### src/rtl/uart_pkg.sv
// Shared definitions for the UART receive path.
//   uart_rx_state_e : receiver FSM states
//   UART_DATA_BITS  : payload bits per frame
//   parity_accum    : one even-parity accumulation step
package uart_pkg;

    localparam int unsigned UART_DATA_BITS = 8;

    typedef enum logic [2:0] {
        s_IDLE,
        s_RX_START_BIT,
        s_RX_DATA_BITS,
        s_RX_PARITY_BIT,
        s_RX_STOP_BIT,
        s_CLEANUP
    } uart_rx_state_e;

    // Folding every data bit and then the received parity bit through this
    // function yields 1 exactly when even parity is violated.
    function automatic logic parity_accum(input logic acc, input logic sample);
        return acc ^ sample;
    endfunction

endpackage

### src/rtl/uart_rx_fifo_if.sv
// Host-side bundle of the UART receiver.
//   i_Rx_Serial  : serial line (asynchronous, idles high)
//   i_Rx_Read    : pop FIFO head
//   o_Rx_Byte    : FIFO head byte, valid while o_Rx_DV
//   o_Rx_DV      : FIFO not empty
//   o_Rx_Full    : FIFO full
//   o_Rx_Active  : frame in progress
//   o_Parity_Err / o_Frame_Err / o_Overrun : 1-cycle drop pulses
// slave modport: the receiver; master modport: the host / line driver.
interface uart_rx_fifo_if;
    import uart_pkg::*;

    logic                      i_Rx_Serial;
    logic                      i_Rx_Read;
    logic [UART_DATA_BITS-1:0] o_Rx_Byte;
    logic                      o_Rx_DV;
    logic                      o_Rx_Full;
    logic                      o_Rx_Active;
    logic                      o_Parity_Err;
    logic                      o_Frame_Err;
    logic                      o_Overrun;

    modport slave (
        input  i_Rx_Serial, i_Rx_Read,
        output o_Rx_Byte, o_Rx_DV, o_Rx_Full, o_Rx_Active,
               o_Parity_Err, o_Frame_Err, o_Overrun
    );

    modport master (
        output i_Rx_Serial, i_Rx_Read,
        input  o_Rx_Byte, o_Rx_DV, o_Rx_Full, o_Rx_Active,
               o_Parity_Err, o_Frame_Err, o_Overrun
    );

endinterface

### src/rtl/uart_rx_buffer.sv
// First-word-fall-through FIFO for received bytes.
//   clk, rst_n : clock, asynchronous active-low reset
//   push/wdata : write; accepted when not full or when a pop happens the same cycle
//   pop        : remove head; ignored when empty
//   rdata      : head entry (0 while empty)
//   full/empty : occupancy flags
module uart_rx_buffer #(
    parameter int unsigned WIDTH = 8,
    parameter int unsigned DEPTH = 8
) (
    input  logic             clk,
    input  logic             rst_n,
    input  logic             push,
    input  logic [WIDTH-1:0] wdata,
    input  logic             pop,
    output logic [WIDTH-1:0] rdata,
    output logic             full,
    output logic             empty
);

    localparam int unsigned AW = $clog2(DEPTH);
    localparam int unsigned CW = AW + 1;
    localparam logic [CW-1:0] FULL_COUNT = CW'(DEPTH);

    logic [WIDTH-1:0] mem_q [DEPTH];
    logic [WIDTH-1:0] mem_d [DEPTH];
    logic [AW-1:0]    wr_ptr_q, wr_ptr_d;
    logic [AW-1:0]    rd_ptr_q, rd_ptr_d;
    logic [CW-1:0]    count_q, count_d;
    logic             do_push, do_pop;

    assign full    = (count_q == FULL_COUNT);
    assign empty   = (count_q == '0);
    assign do_pop  = pop && !empty;
    assign do_push = push && (!full || do_pop);
    assign rdata   = empty ? '0 : mem_q[rd_ptr_q];

    always_comb begin
        mem_d    = mem_q;
        wr_ptr_d = wr_ptr_q;
        rd_ptr_d = rd_ptr_q;
        count_d  = count_q;
        if (do_push) begin
            mem_d[wr_ptr_q] = wdata;
            wr_ptr_d        = wr_ptr_q + 1'b1;
        end
        if (do_pop) begin
            rd_ptr_d = rd_ptr_q + 1'b1;
        end
        case ({do_push, do_pop})
            2'b10:   count_d = count_q + 1'b1;
            2'b01:   count_d = count_q - 1'b1;
            default: count_d = count_q;
        endcase
    end

    always_ff @(posedge clk or negedge rst_n) begin
        if (!rst_n) begin
            mem_q    <= '{default: '0};
            wr_ptr_q <= '0;
            rd_ptr_q <= '0;
            count_q  <= '0;
        end else begin
            mem_q    <= mem_d;
            wr_ptr_q <= wr_ptr_d;
            rd_ptr_q <= rd_ptr_d;
            count_q  <= count_d;
        end
    end

endmodule

### src/rtl/uart_rx_fifo.sv
// UART receiver with receive FIFO.
// Frame: start(0), 8 data LSB first, [even parity], stop(1).
// Build option: define UART_RX_PARITY_EN for the 11-bit frame with parity
// checking; otherwise 10-bit frame and o_Parity_Err is held 0.
//   i_Clock : clock
//   i_Reset : asynchronous active-low reset
//   rx      : uart_rx_fifo_if.slave (serial in, read strobe, head byte,
//             status flags and error pulses)
module uart_rx_fifo
    import uart_pkg::*;
#(
    parameter int unsigned CLKS_PER_BIT = 87,
    parameter int unsigned FIFO_DEPTH   = 8
) (
    input  logic           i_Clock,
    input  logic           i_Reset,
    uart_rx_fifo_if.slave  rx
);

    localparam int unsigned CNT_W = $clog2(CLKS_PER_BIT);
    localparam int unsigned IDX_W = $clog2(UART_DATA_BITS);
    localparam logic [CNT_W-1:0] LAST_CNT = CNT_W'(CLKS_PER_BIT - 1);
    localparam logic [CNT_W-1:0] HALF_CNT = CNT_W'(CLKS_PER_BIT / 2 - 1);
    localparam logic [IDX_W-1:0] LAST_IDX = IDX_W'(UART_DATA_BITS - 1);

    uart_rx_state_e            state_q, state_d;
    logic [CNT_W-1:0]          cnt_q, cnt_d;
    logic [IDX_W-1:0]          idx_q, idx_d;
    logic [UART_DATA_BITS-1:0] data_q, data_d;
    logic                      sync1_q, sync2_q;
    logic                      arm_q, arm_d;
    logic                      frame_err_q, frame_err_d;
    logic                      overrun_q, overrun_d;
`ifdef UART_RX_PARITY_EN
    logic                      par_acc_q, par_acc_d;
    logic                      par_bad_q, par_bad_d;
    logic                      parity_err_q, parity_err_d;
`endif
    logic                      rx_bit;
    logic                      push;
    logic                      fifo_full, fifo_empty;

    assign rx_bit = sync2_q;

    always_comb begin
        state_d     = state_q;
        cnt_d       = cnt_q;
        idx_d       = idx_q;
        data_d      = data_q;
        arm_d       = arm_q;
        frame_err_d = 1'b0;
        overrun_d   = 1'b0;
        push        = 1'b0;
`ifdef UART_RX_PARITY_EN
        par_acc_d    = par_acc_q;
        par_bad_d    = par_bad_q;
        parity_err_d = 1'b0;
`endif
        case (state_q)
            s_IDLE: begin
                // arm is only set by a high line, so a break that outlives
                // reset or a framing error is never taken as a start bit
                if (rx_bit) arm_d = 1'b1;
                if (arm_q && !rx_bit) begin
                    state_d = s_RX_START_BIT;
                    cnt_d   = '0;
                    idx_d   = '0;
`ifdef UART_RX_PARITY_EN
                    par_acc_d = 1'b0;
                    par_bad_d = 1'b0;
`endif
                end
            end
            s_RX_START_BIT: begin
                if (cnt_q == HALF_CNT) begin
                    cnt_d   = '0;
                    state_d = rx_bit ? s_IDLE : s_RX_DATA_BITS;
                end else begin
                    cnt_d = cnt_q + 1'b1;
                end
            end
            s_RX_DATA_BITS: begin
                if (cnt_q == LAST_CNT) begin
                    cnt_d         = '0;
                    data_d[idx_q] = rx_bit;
`ifdef UART_RX_PARITY_EN
                    par_acc_d = parity_accum(par_acc_q, rx_bit);
`endif
                    if (idx_q == LAST_IDX) begin
                        idx_d = '0;
`ifdef UART_RX_PARITY_EN
                        state_d = s_RX_PARITY_BIT;
`else
                        state_d = s_RX_STOP_BIT;
`endif
                    end else begin
                        idx_d = idx_q + 1'b1;
                    end
                end else begin
                    cnt_d = cnt_q + 1'b1;
                end
            end
`ifdef UART_RX_PARITY_EN
            s_RX_PARITY_BIT: begin
                if (cnt_q == LAST_CNT) begin
                    cnt_d     = '0;
                    par_bad_d = parity_accum(par_acc_q, rx_bit);
                    state_d   = s_RX_STOP_BIT;
                end else begin
                    cnt_d = cnt_q + 1'b1;
                end
            end
`endif
            s_RX_STOP_BIT: begin
                if (cnt_q == LAST_CNT) begin
                    cnt_d   = '0;
                    state_d = s_CLEANUP;
                    // exactly one outcome per frame, highest priority first
                    if (!rx_bit) begin
                        frame_err_d = 1'b1;
                        arm_d       = 1'b0;
                    end
`ifdef UART_RX_PARITY_EN
                    else if (par_bad_q) begin
                        parity_err_d = 1'b1;
                    end
`endif
                    else if (fifo_full && !rx.i_Rx_Read) begin
                        overrun_d = 1'b1;
                    end else begin
                        push = 1'b1;
                    end
                end else begin
                    cnt_d = cnt_q + 1'b1;
                end
            end
            s_CLEANUP: state_d = s_IDLE;
            default:   state_d = s_IDLE;
        endcase
    end

    always_ff @(posedge i_Clock or negedge i_Reset) begin
        if (!i_Reset) begin
            state_q     <= s_IDLE;
            cnt_q       <= '0;
            idx_q       <= '0;
            data_q      <= '0;
            sync1_q     <= 1'b1;
            sync2_q     <= 1'b1;
            arm_q       <= 1'b0;
            frame_err_q <= 1'b0;
            overrun_q   <= 1'b0;
`ifdef UART_RX_PARITY_EN
            par_acc_q    <= 1'b0;
            par_bad_q    <= 1'b0;
            parity_err_q <= 1'b0;
`endif
        end else begin
            state_q     <= state_d;
            cnt_q       <= cnt_d;
            idx_q       <= idx_d;
            data_q      <= data_d;
            sync1_q     <= rx.i_Rx_Serial;
            sync2_q     <= sync1_q;
            arm_q       <= arm_d;
            frame_err_q <= frame_err_d;
            overrun_q   <= overrun_d;
`ifdef UART_RX_PARITY_EN
            par_acc_q    <= par_acc_d;
            par_bad_q    <= par_bad_d;
            parity_err_q <= parity_err_d;
`endif
        end
    end

    uart_rx_buffer #(
        .WIDTH (UART_DATA_BITS),
        .DEPTH (FIFO_DEPTH)
    ) u_buffer (
        .clk   (i_Clock),
        .rst_n (i_Reset),
        .push  (push),
        .wdata (data_d),
        .pop   (rx.i_Rx_Read),
        .rdata (rx.o_Rx_Byte),
        .full  (fifo_full),
        .empty (fifo_empty)
    );

    assign rx.o_Rx_DV     = !fifo_empty;
    assign rx.o_Rx_Full   = fifo_full;
    assign rx.o_Rx_Active = (state_q == s_RX_START_BIT) || (state_q == s_RX_DATA_BITS) ||
                            (state_q == s_RX_PARITY_BIT) || (state_q == s_RX_STOP_BIT);
    assign rx.o_Frame_Err = frame_err_q;
    assign rx.o_Overrun   = overrun_q;
`ifdef UART_RX_PARITY_EN
    assign rx.o_Parity_Err = parity_err_q;
`else
    assign rx.o_Parity_Err = 1'b0;
`endif

endmodule

### src/flat_wrapper.sv
// flat-port wrapper written by rule: the top's interface ports become plain ports
module uart_rx_fifo_flat import uart_pkg::*;
#(
    parameter int unsigned CLKS_PER_BIT = 87,
    parameter int unsigned FIFO_DEPTH   = 8
)
  (i_Clock, i_Reset, rx_i_Rx_Serial, rx_i_Rx_Read, rx_o_Rx_Byte, rx_o_Rx_DV, rx_o_Rx_Full, rx_o_Rx_Active, rx_o_Parity_Err, rx_o_Frame_Err, rx_o_Overrun);
  uart_rx_fifo_if rx_i ();
  input  logic i_Clock;
  input  logic i_Reset;
  input wire logic [$bits(rx_i.i_Rx_Serial)-1:0] rx_i_Rx_Serial;
  input wire logic [$bits(rx_i.i_Rx_Read)-1:0] rx_i_Rx_Read;
  output wire logic [$bits(rx_i.o_Rx_Byte)-1:0] rx_o_Rx_Byte;
  output wire logic [$bits(rx_i.o_Rx_DV)-1:0] rx_o_Rx_DV;
  output wire logic [$bits(rx_i.o_Rx_Full)-1:0] rx_o_Rx_Full;
  output wire logic [$bits(rx_i.o_Rx_Active)-1:0] rx_o_Rx_Active;
  output wire logic [$bits(rx_i.o_Parity_Err)-1:0] rx_o_Parity_Err;
  output wire logic [$bits(rx_i.o_Frame_Err)-1:0] rx_o_Frame_Err;
  output wire logic [$bits(rx_i.o_Overrun)-1:0] rx_o_Overrun;
  assign rx_i.i_Rx_Serial = rx_i_Rx_Serial;
  assign rx_i.i_Rx_Read = rx_i_Rx_Read;
  assign rx_o_Rx_Byte = rx_i.o_Rx_Byte;
  assign rx_o_Rx_DV = rx_i.o_Rx_DV;
  assign rx_o_Rx_Full = rx_i.o_Rx_Full;
  assign rx_o_Rx_Active = rx_i.o_Rx_Active;
  assign rx_o_Parity_Err = rx_i.o_Parity_Err;
  assign rx_o_Frame_Err = rx_i.o_Frame_Err;
  assign rx_o_Overrun = rx_i.o_Overrun;
  uart_rx_fifo #(.CLKS_PER_BIT(CLKS_PER_BIT), .FIFO_DEPTH(FIFO_DEPTH)) u_core (.i_Clock(i_Clock), .i_Reset(i_Reset), .rx(rx_i));
endmodule
### config.mk
export PLATFORM = sky130hd
export DESIGN_NAME = uart_rx_fifo_flat
export DESIGN_NICKNAME = d
export VERILOG_FILES = /design/src/rtl/uart_pkg.sv /design/src/rtl/uart_rx_fifo_if.sv /design/src/rtl/uart_rx_buffer.sv /design/src/rtl/uart_rx_fifo.sv /design/src/flat_wrapper.sv
export SDC_FILE = /design/constraint.sdc
export NUM_CORES = 1
export LEC_CHECK = 0
export ABC_CLOCK_PERIOD_IN_PS = 2600
export BUFFER_PORTS_ARGS = -buffer_cell sky130_fd_sc_hd__buf_2
export CAP_MARGIN = 20
export CORE_ASPECT_RATIO = 0.5
export CORE_MARGIN = 2
export CORE_UTILIZATION = 50
export CTS_CLUSTER_DIAMETER = 150
export DETAILED_ROUTE_END_ITERATION = 12
export HOLD_SLACK_MARGIN = 0.02
export PLACE_DENSITY_LB_ADDON = 0.1
export SKIP_CTS_REPAIR_TIMING = 1
export SLEW_MARGIN = 5
export SYNTH_ARGS = -nofsm -noshare
export SYNTH_HDL_FRONTEND = slang
export SYNTH_SLANG_ARGS = --single-unit
### constraint.sdc
create_clock -name i_Clock -period 2.6 [get_ports i_Clock]
set_input_delay 0.65 -clock i_Clock [delete_from_list [all_inputs] [get_ports i_Clock]]
set_output_delay 0.65 -clock i_Clock [all_outputs]
set_load 0.01 [all_outputs]
**After elaboration in Yosys (flattened, before gate mapping)**

Cells that the tools add are included.

- Flip-flop bits (word level): 100
- Input port bits: 4
- Output and inout port bits: 14
- Logic and storage cells: 118

- $add $sub $neg: 6
- Order comparisons: 5
- Equal/unequal tests: 17
- Muxes and demuxes: 43
- Bitwise logic cells: 2
- Reductions and logical operators: 25

Operator list:

| operator | number |
|---|---|
| 64-bit bitwise mux | 1 |
| 8-bit 2-to-1 mux | 6 |
| 8-bit binary-select mux with 3-bit select | 1 |
| 8-bit demux with 3-bit select | 1 |
| 3-bit 2-to-1 mux | 8 |
| 7-bit 2-to-1 mux | 3 |
| 7-bit one-hot mux with 3 select lines | 1 |
| 1-bit 2-to-1 mux | 15 |
| 2-bit by 1-bit != test with 1-bit output (second input constant) | 6 |
| 3-bit one-hot mux with 4 select lines | 1 |
| 3-bit by 1-bit adder with 3-bit output (second input constant) | 3 |
| 8-bit bitwise mux | 1 |
| 4-bit >= comparator (second input constant) | 2 |
| 3-bit inverter with 4-bit output | 2 |
| 4-bit one-hot mux with 2 select lines | 1 |
| 7-bit by 1-bit adder with 7-bit output (second input constant) | 1 |
| 7-bit by 6-bit == test with 1-bit output (second input constant) | 1 |
| 7-bit == test (second input constant) | 1 |
| 3-bit by 2-bit == test with 1-bit output (second input constant) | 2 |
| 3-bit == test (second input constant) | 2 |
| 1-bit logical AND | 6 |
| 3-bit one-hot mux with 2 select lines | 1 |
| 2-bit nonzero test | 3 |
| 5-bit AND reduction | 1 |
| other kinds (22) | 28 |

**Logic depth before layout (Yosys ltp)**

Gate-level depths: netlist of run 1.

- Depth after elaboration: 9
- Mapped depth: 13
- Mapped depth without buffers: 12

**Hierarchy**

Synthesis of run 1 repeated with hierarchy kept, for this count alone.

- Cell total of the unflattened synthesis: 406
- Area total of the unflattened synthesis: 5087.4 um^2

Modules (own cells, without submodules):

| module | instances | cells an instance | area an instance (um^2) | seq. area each (um^2) |
|---|---|---|---|---|
| uart_rx_buffer | 1 | 264 | 3686.0 | 1851.8 |
| uart_rx_fifo | 1 | 142 | 1401.3 | 653.1 |

**Worst setup path after synthesis of run 1**

OpenSTA, ideal clock, no wires.

- Kind: register to register
- Start: reg u_core.u_buffer.count_q[1]
- End: reg u_core.u_buffer.count_q[2]
- Library setup time: 128 ps
- Arrival: 2568 ps
- Data required time: 2472 ps
- Path slack: -95 ps
- Stages on the path, launching flop included: 13
- Buffers on the path: 2
- Period minus slack after synthesis: 2695 ps
- Cell sequence: dfrtp_1 buf_2 nor4_2 inv_2 and2_1 clkbuf_1 ha_1 xor2_1 ha_1 a21oi_1 xor2_1 nor2_1 xor2_1

- Elaborated cells between the ends (all ways): 18
- Those cells by class: add/sub (2); eq/ne (3); mux (5); reduce/logical (8)

RTL lines:

| item | RTL line | text |
|---|---|---|
| start, declared | uart_rx_buffer.sv:29 | `logic [CW-1:0] count_q, count_d;` |
| start signal, assigned | uart_rx_buffer.sv:67 | `count_q <= count_d;` |
| 4-bit logical NOT * | uart_rx_buffer.sv:33 | `assign empty = (count_q == '0);` |
| 1-bit logical NOT * | -- |  |
| net rx_o_Rx_DV | flat_wrapper.sv:14 | `output wire logic [$bits(rx_i.o_Rx_DV)-1:0] rx_o_Rx_DV;` |
| 1-bit logical AND * | uart_rx_buffer.sv:34 | `assign do_pop = pop && !empty;` |
| net u_core.u_buffer.do_pop | uart_rx_buffer.sv:30 | `logic do_push, do_pop;` |
| 1-bit logical OR | uart_rx_buffer.sv:35 | `assign do_push = push && (!full \|\| do_pop);` |
| 1-bit logical AND | uart_rx_buffer.sv:35 |  |
| 2-bit by 1-bit == test with 1-bit output or 2-bit == test (tied branches) | uart_rx_buffer.sv:50 | `case ({do_push, do_pop})` |
| 4-bit one-hot mux with 2 select lines or 2-bit nonzero test (tied branches) | -- |  |

The timed path passes the listed nets; every way through them passes the cells marked *.
A chain may end at the register's enable or synchronous reset.

**Final worst setup path of run 1**

- Start: reg u_core.u_buffer.rd_ptr_q[0]
- End: out rx_o_Rx_Byte[7]

- Word-level cells in the longest chain between the ends: 5

Ends and longest elaborated chain:

| item | RTL line | text |
|---|---|---|
| start, declared | uart_rx_buffer.sv:28 | `logic [AW-1:0] rd_ptr_q, rd_ptr_d;` |
| start signal, assigned | uart_rx_buffer.sv:66 | `rd_ptr_q <= rd_ptr_d;` |
| 3-bit inverter with 4-bit output (implied by the code) | uart_rx_buffer.sv:36 | `assign rdata = empty ? '0 : mem_q[rd_ptr_q];` |
| 8-bit binary-select mux with 3-bit select | uart_rx_buffer.sv:36 |  |
| 8-bit 2-to-1 mux (implied by the code) (2 in series) | uart_rx_buffer.sv:36 |  |
| 8-bit 2-to-1 mux | uart_rx_buffer.sv:36 |  |
| end, declared | flat_wrapper.sv:13 | `output wire logic [$bits(rx_i.o_Rx_Byte)-1:0] rx_o_Rx_Byte;` |

No other way between the ends. The select of a mux whose other input is x is not followed.

==> impl_metrics.tcl, run 1 <==
set metrics [dict create \
    maxCapViolCount 0 \
    cts_tree "done" \
    pre_cts_ws_ns 0.0797 \
    clockBufferDepth 2 \
    cp_data_arrival_time_ns 1.79 \
    clock_latency_ns 0.34 \
    grt_max_degree 48 \
    grt_usage 0.210 \
    max_slew_margin 0.530 \
    synth_seq_area_share 0.492 \
    synth_area_leaders "dfrtp_1 (48%), mux2_2 (15%), mux4_2 (7.1%), mux2_4 (2.4%), ha_1 (2.2%)" \
    hp-class "primary input to async pin" \
    cts-root-buf "clkbuf_16" \
    die_h_um 75.4 \
    clkTransAtPathRegs_ns 0.07 \
    synth.most_common_cell "dfrtp_1" \
    yosys.area.top_type "dfrtp_1" \
    wl_per_cell_um 19.0 \
    crit_required_ns 1.95 \
    vias 3233 \
    critPathKind "flop to output port" \
    r2r_setup_slack_ns 0.18 \
    port_buffers 16 \
    ff2ff_path_depth 11 \
    syn_nets 397 \
    routed_wl_um 10600 \
    rsz0062_at_grt "false" \
    htree_levels 3 \
    avgSynthCellArea_um2 13.3 \
    grt_pass1_wl_um 17500 \
    leakage_nw 2.75 \
    multi_input_area_um2 2480 \
    cts_sinks 100 \
    synth_commonest_cells "dfrtp_1 (98), mux2_2 (66), nor2_1 (17)" \
    placementRows 25 \
    remaining_drc_errors 0 \
    antenna_found_initial 0 \
    synthArstFlopShare 1.00 \
    ant_nets 0 \
    ir_drop_v 0.000497 \
    netlist.area_leader.share 0.482 \
    area_growth_pct 12.9 \
    fin_nets 428 \
    ys_ff_latch 100 \
    synth_flop_cell "dfrtp_1" \
    worstMarginPinSlew_ns 0.704 \
    maxSlewViolCount 0 \
    fillers 788 \
    fin_skew_ns 0.00895 \
    start_kind "flop" \
    synth_cell_type_count 64 \
    synth_edf_count 0 \
    crit_fanout 11 \
    firstDrtPassIters 4 \
    seq_area_um2 2510 \
    cts_buffers 9 \
    synth_area_um2 5090 \
    yosysWarnings 0 \
    grt.overflow.total 0 \
    setup_viol 0 \
    finalPower_w 0.00338 \
    core_area_um2 9670 \
    start_util 0.527 \
    vias_per_cell 5.83 \
    fmax_ghz 0.410 \
    timing.rr.start "u_core.u_buffer.count_q[1]" \
    setup_ws_ns 0.162 \
    timing.final.hold_violations 0 \
    synthCells 384 \
    r2r_end "u_core.u_buffer.count_q[2]" \
    die_w_um 147 \
    drive_gt1_frac 0.398 \
    grt_pass1_vias 3414 \
    io_pins 18 \
    finalCriticalPeriod_ns 2.44 \
    fin_crit_sh 0.938 \
    die-area_um2 11100 \
    outcome "complete, no violations" \
    place.detailed.hpwl_um 7380 \
    power_density_nw_per_um2 587 \
    end_kind "output port" \
    drtIter0Drc 133 \
    finalSetupTns_ns 0 \
    place_congestion 0.772 \
    antenna_cells 0 \
]
[state kept, by name, indices dropped and copies added, names as in the netlist, 3 cells and up]
register / cells
u_core.u_buffer.count_q: 4
u_core.u_buffer.rd_ptr_q: 3
u_core.u_buffer.wr_ptr_q: 3
u_core.state_q: 3
u_core.u_buffer.mem_q: 64
u_core.cnt_q: 7
u_core.idx_q: 3
u_core.data_q: 8
[critical path: stages (launching register included)]
cell     delay (ns)
dfrtp_1        0.36
buf_6          0.20
mux4_2         0.52
mux2i_1        0.17
nor2_1         0.07
buf_2          0.14
[cells in the final DEF, fill, tap and decap left out, types with 3 or more instances in the layout]
cell        n
mux4_2     16
xnor2_1     4
a21oi_1     6
buf_4      23
nand2b_1    8
nand4_1     5
nor2_1     17
nor2b_1     3
dfrtp_1    97
xor2_1      4
buf_2      15
ha_1        8
a21o_1      7
clkbuf_16   9
and3_1      6
nor3b_1     4
mux2i_1    10
nand3b_1    5
nor3_1     10
mux2_2     66
or2_2       3
nand3_1     8
nand2_1     8
inv_1       4
mux2_4      8
o21bai_1    4
o21ai_0     7
[layout make-up]
class | count | share of cell area
multi-input combinational | 259 | 0.432
tap | 135 | 0.0294
clock buffer | 11 | 0.0405
clock inverter | 5 | 0.0104
sequential | 100 | 0.436
inverter | 5 | 0.00327
timing repair buffer | 40 | 0.0485
[metrics by stage]
stage	area, µm²	hold WS [ns]	utilization	cells
final	5750	0.271	0.595	555
after global routing	5750	0.306	0.595	555
after global placement	5440	0.346	0.563	539
after floorplan	5100	0.345	-	384
after detailed placement	5440	0.347	0.563	539
after CTS	5730	0.294	0.593	555
[how the worst max path moves through the flow]
stage,start,end,slack [ns],depth (start not counted)
after detailed placement,u_core.u_buffer.count_q[1],u_core.u_buffer.count_q[2],0.08,11
after floorplan,u_core.u_buffer.count_q[1],u_core.u_buffer.count_q[2],0.07,12
after global routing,u_core.cnt_q[0],u_core.u_buffer.count_q[2],0.02,12
after global placement,u_core.u_buffer.count_q[1],u_core.u_buffer.count_q[2],0.17,11
final,u_core.u_buffer.rd_ptr_q[0],rx_o_Rx_Byte[7],0.16,5
after CTS,u_core.u_buffer.count_q[1],u_core.u_buffer.count_q[2],0.07,11
[where the power goes]
| part | leakage (nW) | internal [W] | switching [W] | total (W) |
|---|---|---|---|---|
| Clock | 0.140 | 0.000750 | 0.000568 | 0.00132 |
| Combinational | 1.24 | 0.000149 | 0.000234 | 0.000383 |
| Sequential | 1.38 | 0.00161 | 0.0000639 | 0.00167 |
| Total | 2.75 | 0.00251 | 0.000866 | 0.00338 |
[metal layers]
metal / vias up / global-route usage / routed length, µm
met5: - / 0 / 0
met4: 0 / 0.0583 / 82
met3: 11 / 0.0437 / 286
met2: 49 / 0.370 / 5150
met1: 1699 / 0.273 / 5050
li1: 1474 / - / -
[kinds of logic after synthesis]
logic type,Yosys count,share of synthesized area
muxes,102,0.264
DFF,100,0.492
and+or+nand+nor,98,0.124
AOI/OAI and AO/OA,41,0.0580
buffers and inverters,25,0.0246
adders and majority gates,9,0.0221
xor gates and xnor gates,8,0.0138
other,1,0.000737
(Power assumes the default switching activity.)
==> inputs of run 2 (changes only) <==
Settings changed: ABC_CLOCK_PERIOD_IN_PS 2600 to 2500.
Clock period 2.6 ns to 2.5 ns, I/O delays scaled along.
==> impl_metrics.tcl, run 2 (synthesis gave the netlist of run 1 again) <==
set metrics [dict create \
    port_buffers 16 \
    clock_latency_ns 0.34 \
    htree_levels 3 \
    ant_nets 0 \
    cpMaxStageDelayCell "mux4_2" \
    setup_viol 0 \
    p_switching_w 0.000925 \
    max_slew_margin 0.519 \
    die-area_um2 11100 \
    place_area_um2 5460 \
    grt_pass1_vias 3329 \
    start_kind "flop" \
    maxSlewViolCount 0 \
    top_register "u_core.u_buffer.mem_q" \
    remaining_drc_errors 0 \
    fmax_ghz 0.407 \
    finalCriticalPeriod_ns 2.46 \
    io_pins 18 \
    clkPwrFrac 0.412 \
    end_kind "output port" \
    placementRows 25 \
    cp_num_buf_inv 2 \
    routed_wl_um 10900 \
    timing.final.hold_violations 0 \
    start_util 0.527 \
    crit_required_ns 1.88 \
    crit_chain "clkbuf_16 -> mux4_2 -> mux2i_1 -> nor2_1 -> buf_2" \
    die_h_um 75.4 \
    grt.overflow.total 0 \
    ir_drop_v 0.000348 \
    fin_crit_sh 0.983 \
    swShare 0.254 \
    cp_data_arrival_time_ns 1.83 \
    firstDrtPassIters 4 \
    clockBufferDepth 2 \
    cts_buffers 9 \
    final_cell_area_um2 5900 \
    crit_fanout 8 \
    place_congestion 0.777 \
    area_growth_pct 16.0 \
    finalSetupTns_ns 0 \
    finalPower_w 0.00365 \
    largest_register_ffs 64 \
    worstMarginPinSlew_ns 0.720 \
    grt_pass1_wl_um 17500 \
    grt_usage 0.212 \
    fin_skew_ns 0.00735 \
    leakage_nw 2.81 \
    rsz0062_at_grt "true" \
    vias_per_cell 5.87 \
    fin_nets 435 \
    grt_max_degree 44 \
    drive_gt1_frac 0.426 \
    critPathKind "flop to output port" \
    cts_tree "done" \
    antenna_cells 0 \
    wl_per_cell_um 19.4 \
    die_w_um 147 \
    internal_power_w 0.00272 \
    reg_top3 "u_core.u_buffer.mem_q: 64 flops, u_core.data_q: 8 flops, u_core.cnt_q: 7 flops" \
    cts-root-buf "clkbuf_16" \
    layout_commonest_cell "dfrtp_1" \
    cp_top_family "multiplexers" \
    pwr-share-comb 0.109 \
    seqPwrFrac 0.479 \
    final_cell_mix "dfrtp_1 (95), mux2_2 (66), buf_4 (27)" \
    vias 3299 \
    clkTransAtPathRegs_ns 0.07 \
    core_area_um2 9670 \
    power_density_nw_per_um2 617 \
    hold_slack_ns 0.273 \
    hp-class "primary input to async pin" \
    antenna_found_initial 0 \
    final_util 0.611 \
    critPathMaxStageDelay_ns 0.50 \
    outcome "complete, no violations" \
    maxCapViolCount 0 \
    cts_sinks 100 \
    place.detailed.hpwl_um 7460 \
    drtIter0Drc 158 \
]
[run 2: cell count changes in the layout (fill, tap and decap cells not counted), sizes merged]
cell    delta
clkinv     +1
bufinv     +1
buf        +5
[run 2: path summary, 6_finish.rpt]
| path | startpoint | endpoint | slack (ns) | depth (start not counted) |
|---|---|---|---|---|
| max | u_core.u_buffer.rd_ptr_q[0] | rx_o_Rx_Byte[5] | 0.04 | 5 |
| min | i_Reset | u_core.u_buffer.mem_q[24] | 0.27 | 1 |
| max reg2reg | u_core.u_buffer.count_q[1] | u_core.u_buffer.count_q[2] | 0.09 | 11 |
| min reg2reg | u_core.sync1_q | u_core.rx_bit | 0.36 | 0 |
| max in group asynchronous | i_Reset | u_core.u_buffer.mem_q[14] | 1.49 | 2 |
| min in group i_Clock | u_core.sync1_q | u_core.rx_bit | 0.36 | 0 |
[run 2: through the flow]
stage	worst slack [ns]	instances
after floorplan	0.00742	384
after global placement	0.131	538
after detailed placement	0.0192	538
after CTS	0.00575	554
after global routing	-0.0383	562
final	0.0419	562
[run 2: layout make-up]
cell class	instances	area, µm²
timing repair buffer	47	388
multi-input combinational	259	2500
sequential	100	2510
fill	763	3760
clock inverter	7	98.8
tap	135	169
inverter	5	18.8
clock buffer	9	225
[run 2: routing by layer]
layer | share of wire | GRT usage | vias up
met1 | 0.48 | 0.280 | 1723
li1 | - | - | 1505
met3 | 0.030 | 0.0515 | 14
met5 | 0 | 0 | -
met4 | 0.014 | 0.0615 | 0
met2 | 0.48 | 0.359 | 57
[run 2: power groups by stage]
| stage | clock, W | combinational (W) | sequential [W] |
|---|---|---|---|
| after detailed placement | 0 | 0.000384 | 0.00178 |
| after CTS | 0.00153 | 0.000385 | 0.00175 |
| after global placement | 0 | 0.000378 | 0.00177 |
| after floorplan | 0 | 0.000269 | 0.00175 |
| after global routing | 0.00161 | 0.000452 | 0.00176 |
| final | 0.00150 | 0.000396 | 0.00175 |
[run 2: worst reg2reg max path, delay by kind of cell (launching register included)]
family          cells  cell delay (ns)
compound gates      1             0.04
xor+xnor            3             0.50
fa+ha+maj           2             0.34
buf+inv             1             0.10
flops               1             0.40
simple gates        4             0.95
==> inputs of run 3 (changes only) <==
Settings changed: ABC_AREA from default to 1.
==> impl_metrics.tcl, run 3 <==
set metrics [dict create \
    synth_area_leaders "dfrtp_1 (47%), nand2_1 (20%), nor2_1 (7.4%), o21ai_0 (6.1%), nand3_1 (4.2%)" \
    maxCapViolCount 0 \
    die_w_um 148 \
    synthArstFlopShare 1.00 \
    synth_flop_cell "dfrtp_1" \
    synth_commonest_cells "nand2_1 (280), nor2_1 (103), dfrtp_1 (98)" \
    rsz0062_at_grt "true" \
    setup_viol 0 \
    vias 4651 \
    cts_buffers 9 \
    netlist.area_leader.share 0.470 \
    yosys.area.top_type "dfrtp_1" \
    wl_per_cell_um 14.6 \
    yosysWarnings 0 \
    top_register "u_core.u_buffer.mem_q" \
    fin_crit_sh 0.959 \
    vias_per_cell 5.22 \
    largest_register_ffs 64 \
    grt.overflow.total 0 \
    fillers 968 \
    core_area_um2 10200 \
    cts-root-buf "clkbuf_16" \
    fmax_ghz 0.417 \
    cpMaxStageDelayCell "dfrtp_1" \
    clock_latency_ns 0.35 \
    fin_skew_ns 0.00859 \
    ant_nets 0 \
    hp-class "primary input to async pin" \
    layout_commonest_cell "nand2_1" \
    final_cell_mix "nand2_1 (280), nor2_1 (103), dfrtp_1 (97)" \
    port_buffers 16 \
    clkTransAtPathRegs_ns 0.07 \
    max_slew_margin 0.635 \
    worst-path-stages 14 \
    critPathMaxStageDelay_ns 0.40 \
    outcome "complete, no violations" \
    crit_required_ns 2.73 \
    synth_cell_type_count 33 \
    finalCriticalPeriod_ns 2.40 \
    cts_tree "done" \
    clockBufferDepth 2 \
    antenna_found_initial 0 \
    leakage_nw 3.11 \
    final_cell_area_um2 5920 \
    timing.final.hold_violations 0 \
    reg_top3 "u_core.u_buffer.mem_q: 64 flops, u_core.data_q: 8 flops, u_core.cnt_q: 7 flops" \
    remaining_drc_errors 0 \
    fin_nets 760 \
    place_area_um2 5620 \
    synth_edf_count 0 \
    drtIter0Drc 409 \
    die-area_um2 11300 \
    place.detailed.hpwl_um 9000 \
    setup_ws_ns 0.103 \
    place_congestion 0.817 \
    antenna_cells 0 \
    synth_seq_area_share 0.480 \
    maxSlewViolCount 0 \
    io_pins 18 \
    htree_levels 3 \
    grt_max_degree 44 \
    start_kind "flop" \
    power_density_nw_per_um2 909 \
    finalSetupTns_ns 0 \
    firstDrtPassIters 5 \
    ir_drop_v 0.000468 \
    r2r_setup_slack_ns 0.10 \
    pre_cts_ws_ns 0.00299 \
    drive_gt1_frac 0.0959 \
    ys_ff_latch 100 \
    worstMarginPinSlew_ns 0.548 \
    syn_nets 728 \
    synth.most_common_cell "nand2_1" \
    area_growth_pct 13.4 \
    critPathKind "flop to flop" \
    crit_chain "inv_1 -> ha_2 -> nand3_1 -> nor2_2 -> buf_12 -> nand3_2 -> ha_2 -> nor2_1 -> nor2_1 -> ha_1 -> a21o_1 -> or2_2 -> nand3_1 -> o21ai_0" \
    synthCells 715 \
    placementRows 26 \
    cp_data_arrival_time_ns 2.62 \
    grt_usage 0.252 \
    end_kind "flop" \
    die_h_um 76.2 \
    routed_wl_um 13000 \
    cp_num_buf_inv 2 \
    grt_pass1_wl_um 22400 \
    grt_pass1_vias 4381 \
    synth_area_um2 5220 \
    cts_sinks 100 \
    cp_top_family "simple AND/OR/NAND/NOR gates" \
    crit_fanout 11 \
    ff2ff_path_depth 14 \
    start_util 0.513 \
    avgSynthCellArea_um2 7.30 \
]
## run 3: cell count changes after synthesis, sizes merged, moves of 8 or more
cell	change
clkinv	+8
inv	+49
mux2	-76
mux2i	-10
mux4	-16
nand2	+273
nand2b	-8
nand3	+36
nor2	+94
nor3	-10
o21ai	+59
## run 3: worst paths after layout
kind / to / start
worst min register to register: u_core.rx_bit / u_core.sync1_q
worst min-delay path: u_core.arm_q / i_Reset
worst max register to register: u_core.u_buffer.count_q[2] / u_core.cnt_q[0]
min in group i_Clock: u_core.rx_bit / u_core.sync1_q
max in group asynchronous: u_core.u_buffer.mem_q[13] / i_Reset
worst max-delay path: u_core.u_buffer.count_q[2] / u_core.cnt_q[0]
## run 3: area by class of cell
cell class	count	area (µm²)	area share
flip-flops and latches	100	2510	0.424
multi-input cells	539	2430	0.410
repair buffers	35	288	0.0486
clock buffers	14	284	0.0480
inverters	62	233	0.0393
well taps	140	175	0.0296
clock inverters	1	5.00	0.000846
## run 3: through the flow
step | util | hold slack (ns) | instances | power [W]
finish | 0.581 | 0.255 | 891 | 0.00538
global route | 0.581 | 0.289 | 891 | 0.00577
CTS | 0.580 | 0.282 | 891 | 0.00537
detailed placement | 0.552 | 0.357 | 876 | 0.00400
global placement | 0.552 | 0.354 | 876 | 0.00398
floorplan | - | 0.329 | 715 | 0.00323
## run 3: per-layer routing
metal | up-vias | global-route usage | share of wire
met1 | 2206 | 0.371 | 0.49
met3 | 18 | 0.0659 | 0.065
met2 | 142 | 0.373 | 0.43
met4 | 0 | 0.0600 | 0.012
li1 | 2285 | - | -
met5 | - | 0 | 0
## run 3: worst reg2reg max path, cell delays in order, from the launching register on
cell	delay, ns
dfrtp_1	0.40
inv_1	0.10
ha_2	0.21
nand3_1	0.09
nor2_2	0.14
buf_12	0.14
nand3_2	0.09
ha_2	0.21
nor2_1	0.10
nor2_1	0.07
ha_1	0.17
a21o_1	0.16
or2_2	0.28
nand3_1	0.07
o21ai_0	0.08
## run 3: logic make-up after synthesis
| kind of cell | after synthesis | synth area share |
|---|---|---|
| simple gates | 450 | 0.358 |
| buf+inv | 76 | 0.0571 |
| flops | 100 | 0.480 |
| compound gates | 72 | 0.0712 |
| other cells | 1 | 0.000719 |
| fa+ha+maj | 9 | 0.0216 |
| xor+xnor | 7 | 0.0117 |
## run 3: power by group
part	internal, W	total [W]	leakage [nW]	switching (W)
sequential	0.00175	0.00192	1.36	0.000169
combinational	0.000753	0.00208	1.61	0.00133
clock	0.000778	0.00138	0.145	0.000598
total	0.00328	0.00538	3.11	0.00210
